`src/rtl/multicycle_ctrl.sv`:
```
// LEGv8 multi-cycle control unit: sequences fetch/decode/execute/memory/write-back
// with ready handshakes, memory timeout, exception pulses and cycle/retire counters.
module multicycle_ctrl #(
  parameter int OP_W        = 11,
  parameter int IMM_EN      = 1,
  parameter int CNT_W       = 32,
  parameter int TMO_W       = 8,
  parameter int MEM_TIMEOUT = 200
) (
  input  logic             clk,
  input  logic             reset,
  input  logic [OP_W-1:0]  Op,
  input  logic             Zero,
  input  logic             imem_ready,
  input  logic             dmem_ready,
  output logic             IMemReq,
  output logic             IRWrite,
  output logic             PCWrite,
  output logic             PCSrc,
  output logic             Reg2Loc,
  output logic             ALUSrc,
  output logic             MemtoReg,
  output logic             RegWrite,
  output logic             MemRead,
  output logic             MemWrite,
  output logic [1:0]       ALUOp,
  output logic             ExcInvalid,
  output logic             ExcBusErr,
  output logic [CNT_W-1:0] cycle_count,
  output logic [CNT_W-1:0] instr_count
);

  typedef enum logic [2:0] {
    S_FETCH, S_DECODE, S_EXEC_R, S_EXEC_ADDR, S_MEM, S_WB_R, S_WB_L, S_EXEC_BR
  } state_t;

  typedef enum logic [2:0] {
    C_INV, C_R, C_IMM, C_LD, C_ST, C_CBZ, C_B
  } cls_t;

  state_t           r_state;
  state_t           w_next;
  cls_t             r_cls;
  cls_t             w_cls;
  logic [TMO_W-1:0] r_wait;
  logic             w_wait;
  logic             w_tmo;

  // case-inside never treats X/Z in Op as wildcards, so unknown opcodes land on C_INV
  always_comb begin
    w_cls = C_INV;
    case (Op) inside
      11'b11111000010:                 w_cls = C_LD;
      11'b11111000000:                 w_cls = C_ST;
      11'b10110100???:                 w_cls = C_CBZ;
      11'b000101?????:                 w_cls = C_B;
      11'b10001011000, 11'b11001011000,
      11'b10001010000, 11'b10101010000: w_cls = C_R;
      11'b1001000100?, 11'b1101000100?: w_cls = (IMM_EN != 0) ? C_IMM : C_INV;
      default:                         w_cls = C_INV;
    endcase
  end

  assign w_wait = ((r_state == S_FETCH) && !imem_ready) ||
                  ((r_state == S_MEM)   && !dmem_ready);
  assign w_tmo  = w_wait && (r_wait == TMO_W'(MEM_TIMEOUT - 1));

  // Outputs are combinational: handshake strobes must react in the same cycle as ready.
  always_comb begin
    w_next     = r_state;
    IMemReq    = 1'b0;
    IRWrite    = 1'b0;
    PCWrite    = 1'b0;
    PCSrc      = 1'b0;
    Reg2Loc    = 1'b0;
    ALUSrc     = 1'b0;
    MemtoReg   = 1'b0;
    RegWrite   = 1'b0;
    MemRead    = 1'b0;
    MemWrite   = 1'b0;
    ALUOp      = 2'b00;
    ExcInvalid = 1'b0;
    ExcBusErr  = 1'b0;
    case (r_state)
      S_FETCH: begin
        IMemReq = 1'b1;
        if (imem_ready) begin
          IRWrite = 1'b1;
          w_next  = S_DECODE;
        end else if (w_tmo) begin
          ExcBusErr = 1'b1;
        end
      end
      S_DECODE: begin
        case (w_cls)
          C_R, C_IMM:  w_next = S_EXEC_R;
          C_LD, C_ST:  w_next = S_EXEC_ADDR;
          C_CBZ:       w_next = S_EXEC_BR;
          C_B: begin
            PCWrite = 1'b1;
            PCSrc   = 1'b1;
            w_next  = S_FETCH;
          end
          default: begin
            ExcInvalid = 1'b1;
            PCWrite    = 1'b1;
            w_next     = S_FETCH;
          end
        endcase
      end
      S_EXEC_R: begin
        ALUOp  = (r_cls == C_IMM) ? 2'b11 : 2'b10;
        ALUSrc = (r_cls == C_IMM);
        w_next = S_WB_R;
      end
      S_WB_R: begin
        ALUOp    = (r_cls == C_IMM) ? 2'b11 : 2'b10;
        ALUSrc   = (r_cls == C_IMM);
        RegWrite = 1'b1;
        PCWrite  = 1'b1;
        w_next   = S_FETCH;
      end
      S_EXEC_ADDR: begin
        ALUSrc  = 1'b1;
        Reg2Loc = (r_cls == C_ST);
        w_next  = S_MEM;
      end
      S_MEM: begin
        ALUSrc   = 1'b1;
        MemRead  = (r_cls == C_LD);
        MemWrite = (r_cls == C_ST);
        if (dmem_ready) begin
          if (r_cls == C_LD) begin
            w_next = S_WB_L;
          end else begin
            PCWrite = 1'b1;
            w_next  = S_FETCH;
          end
        end else if (w_tmo) begin
          ExcBusErr = 1'b1;
          MemWrite  = 1'b0;
          w_next    = S_FETCH;
        end
      end
      S_WB_L: begin
        MemtoReg = 1'b1;
        RegWrite = 1'b1;
        PCWrite  = 1'b1;
        w_next   = S_FETCH;
      end
      S_EXEC_BR: begin
        Reg2Loc = 1'b1;
        ALUOp   = 2'b01;
        PCWrite = 1'b1;
        PCSrc   = Zero;
        w_next  = S_FETCH;
      end
      default: w_next = S_FETCH;
    endcase
    if (reset) begin
      IMemReq    = 1'b0;
      IRWrite    = 1'b0;
      PCWrite    = 1'b0;
      PCSrc      = 1'b0;
      Reg2Loc    = 1'b0;
      ALUSrc     = 1'b0;
      MemtoReg   = 1'b0;
      RegWrite   = 1'b0;
      MemRead    = 1'b0;
      MemWrite   = 1'b0;
      ALUOp      = 2'b00;
      ExcInvalid = 1'b0;
      ExcBusErr  = 1'b0;
    end
  end

  always_ff @(posedge clk) begin
    if (reset) begin
      r_state     <= S_FETCH;
      r_cls       <= C_INV;
      r_wait      <= '0;
      cycle_count <= '0;
      instr_count <= '0;
    end else begin
      r_state     <= w_next;
      cycle_count <= cycle_count + 1'b1;
      if (r_state == S_DECODE) r_cls <= w_cls;
      if (PCWrite && !ExcInvalid) instr_count <= instr_count + 1'b1;
      if (!w_wait || w_tmo || (w_next != r_state)) r_wait <= '0;
      else                                         r_wait <= r_wait + 1'b1;
    end
  end

endmodule

```
`config.mk`:
```
export PLATFORM = sky130hd
export DESIGN_NAME = multicycle_ctrl
export DESIGN_NICKNAME = d
export VERILOG_FILES = /design/src/rtl/multicycle_ctrl.sv
export SDC_FILE = /design/constraint.sdc
export NUM_CORES = 1
export LEC_CHECK = 0
export CORE_MARGIN = 4
export CORE_UTILIZATION = 50
export DETAILED_ROUTE_END_ITERATION = 12
export PLACE_DENSITY = 0.8
export SYNTH_ARGS = -nofsm -noshare
export SYNTH_HDL_FRONTEND = slang
export SYNTH_SLANG_ARGS = --single-unit
```
`constraint.sdc`:
```
create_clock -name clk -period 2.58 [get_ports clk]
set_input_delay 0.258 -clock clk [delete_from_list [all_inputs] [get_ports clk]]
set_output_delay 0.258 -clock clk [all_outputs]
set_load 0.05 [all_outputs]
```
==> flow_metrics.py <==
metrics = {
    "status": {
        "status": "finished, final reports clean",
    },
    "clock_tree": {
        "cts_buffers": 9,
        "htree_levels": 3,
        "cts.sinks": 78,
        "cts_hold_buf": 0,
        "cts_setup_buffers": 0,
        "cts_buffer_depth": 2,
        "cts.clk_slew.worst_paths_ns": 0.07,
        "tritoncts": "yes",
        "insertion_delay_ns": 0.35,
        "clock-root-buffer": "clkbuf_8",
    },
    "worst_setup_path": {
        "crit_type": "flop to primary output",
        "critical_path_arrival_ns": 2.24,
        "start_kind": "flop",
        "path_max_fanout": 15,
        "end_kind": "primary output",
        "crit_required_ns": 2.32,
    },
    "synth": {
        "synth_xor_area_share_pct": 11.5,
        "synth_ff_type": "dfxtp_1",
        "synth_cell_type_count": 49,
        "yosysTopAreaCell": "dfxtp_1",
        "avgSynthCellArea_um2": 8.30,
        "synth_top_area_share_pct": 39.5,
        "synth.area.mux_share_pct": 0.507,
        "syn-cell-area_mm2": 0.00395,
        "synth_fp_nets": 495,
        "synth_seq_cells": 78,
        "synthTopCellsByArea": "dfxtp_1 (40%), xor2_1 (7.3%), nor2_1 (6.7%), xnor2_1 (4.2%), nand4_1 (3.0%)",
        "synth-edff-count": 0,
        "async_flop_share_pct": 0,
        "synthCells": 476,
        "synth_top_family_by_area": "simple AND/OR/NAND/NOR gates",
        "synth-compound-area-share_pct": 11.5,
        "yosysSeqAreaShare_pct": 39.5,
        "synthesis.yosys.warnings": 0,
        "synth-simple-area-share_pct": 32.7,
        "synth_fa_ha_area_share_pct": 0.950,
    },
    "placed_design": {
        "globalplace.congestion": 0.891,
        "dp_hpwl_um": 7050,
        "io_buffer_count": 93,
        "dp.cells": 664,
    },
    "grt": {
        "grt_max_degree": 68,
        "antenna_found_initial": 0,
        "grt_usage_pct": 20.8,
        "overflow": 0,
        "grt_pass1_wl_um": 16700,
        "grt_pass1_vias": 3631,
    },
    "floorplanning": {
        "die_area_mm2": 0.00939,
        "chipWidth_um": 96.9,
        "start_util_pct": 51.4,
        "core_mm2": 0.00769,
        "rows": 32,
        "ios": 94,
        "fp.dieH_um": 96.9,
    },
    "drt": {
        "wire_per_inst_um": 14.4,
        "drt_iter0_drc": 201,
        "routed_wl_um": 9770,
        "drtPass1Iterations": 4,
        "vias": 3809,
        "postRouteAntennaNets": 0,
        "drcViolationCount": 0,
        "vias_per_cell": 5.60,
    },
    "layout": {
        "area_growth_pct": 32.4,
        "final_nets": 592,
        "drive_gt1_share_pct": 8.13,
        "diodes": 0,
        "stdcell_count": 680,
        "utilization_pct": 68.0,
    },
    "timing": {
        "fin_setup_tns_ns": 0,
        "fin_crit_sh_pct": 96.6,
        "grt_setup_unrepaired": "no",
        "layout_min_cycle_time_ns": 2.49,
        "finalSetupViolCount": 0,
        "hold_viol_final": 0,
        "tightest_slew_ns": 0.723,
        "finalClockSkew_ns": 0.0145,
        "slew_headroom_pct": 51.4,
        "fmax_mhz": 401,
        "slew_violations": 0,
    },
    "flow_run": {
        "maxCapViolCount": 0,
    },
    "power_and_ir_drop": {
        "p_seq_share_pct": 55.6,
        "cellLeakagePower_uw": 0.00178,
        "intPower_uw": 1630,
        "vdd_drop_max_uv": 261,
        "p_per_area_mw_per_mm2": 421,
        "p_switching_uw": 574,
        "power_frac_comb_pct": 7.6,
        "swShare_pct": 26.1,
        "total_power_uw": 2200,
        "p_clk_share_pct": 36.8,
    },
    "hold_path": {
        "min_path_type": "input port to flop",
    },
}
[layer usage]
layer | vias to the layer above | share of wire (%) | GRT usage (%)
li1 | 1901 | - | -
met1 | 1787 | 46 | 26.9
met2 | 105 | 47 | 34.4
met3 | 16 | 4.7 | 4.25
met4 | 0 | 1.4 | 7.02
met5 | - | 0 | 0
[stage by stage]
stage          hold slack [ns]  worst slack, ns  area (um2)
2_1_floorplan            0.413           0.0258        3960
3_3_place_gp             0.424            0.244        5060
3_5_place_dp             0.438            0.197        5060
4_1_cts                  0.290           0.0383        5230
5_1_grt                  0.301          0.00376        5230
6_report                 0.302           0.0867        5230
[critical path: stages (launching register included)]
cell and delay, ns:
dfxtp_1 0.31, buf_4 0.18, or2_2 0.34, nor3_1 0.21, clkdlybuf4s50_1 0.85
[repair_timing]
action                     4_1_cts  5_1_grt
setup endpoints to repair        3        4
cloned                           0        0
gates resized for setup          3        2
pin swaps                        0        1
[sequential cells by signal, indices dropped and copies added, names as in the netlist]
name	flops
cycle_count	32
instr_count	32
r_cls	3
r_state	3
r_wait	8
[power by group through the flow]
stage | Sequential (uW) | Clock [uW] | Combinational (uW)
after floorplan | 1270 | 0 | 87.5
after global placement | 1250 | 0 | 164
after detailed placement | 1250 | 0 | 167
after CTS | 1230 | 831 | 168
after global routing | 1230 | 874 | 182
final | 1230 | 810 | 168
[Yosys cell counts, types with 2 or more instances]
cell type and count:
nor3b_1 3, and3_1 10, clkbuf_1 19, nor3_1 16, xnor2_1 19, nand4_1 19
a21oi_1 21, o31ai_1 6, or4_1 5, or2_2 2, nand2_1 24, nor2b_1 10
buf_6 2, and4_1 4, and2_1 9, xor2_1 33, or3_1 17, dfxtp_1 78
ha_1 3, nor2_1 71, nand3_1 21, nand2b_1 5, o211ai_1 7, o21ai_0 17
nor4bb_1 2, mux2i_1 2, inv_1 7, o2111ai_1 12, nor4_1 12
[cells in the final DEF, fill, tap and decap left out, types with 6 or more instances in the layout]
master           count
o211ai_1             7
xor2_1              33
nor4_1              11
nand2_1             24
or3_1               17
xnor2_1             19
clkbuf_8             9
dfxtp_1             77
inv_1                7
nand3_1             21
clkdlybuf4s50_1     84
and2_1               9
and3_1              10
a21oi_1             21
buf_4               17
o31ai_1              6
o21ai_0             17
nand4_1             19
nor2b_1             10
nor3_1              16
o2111ai_1           12
nor2_1              71
[worst paths after layout]
path	start	to	slack (ns)	depth (start not counted)
min	reset	r_state[1]$_SDFF_PP0_	0.30	3
max	r_state[1]$_SDFF_PP0_	MemRead	0.09	4
max reg2reg	cycle_count[3]$_SDFF_PP0_	cycle_count[31]$_SDFF_PP0_	0.37	5
min reg2reg	r_wait[0]$_SDFF_PP0_	r_wait[0]$_SDFF_PP0_	0.45	1
[cell type report]
cell class | instances | area, um2
Fill cell | 633 | 2460
Clock inverter | 6 | 38.8
Sequential cell | 78 | 1560
Clock buffer | 10 | 128
Inverter | 7 | 26.3
Multi-Input combinational cell | 368 | 2270
Timing Repair Buffer | 109 | 1070
Tap cell | 102 | 128
[cells by family (layout without fill, tap and decap cells)]
logic type      count (synthesis)  in the layout
compound gates                 71             71
flops                          78             78
mux                             2              2
fa+ha+maj                       3              3
simple gates                  240            240
buf+inv                        30            132
xor+xnor                       52             52
No activity file was read; power rests on OpenSTA's default activity.
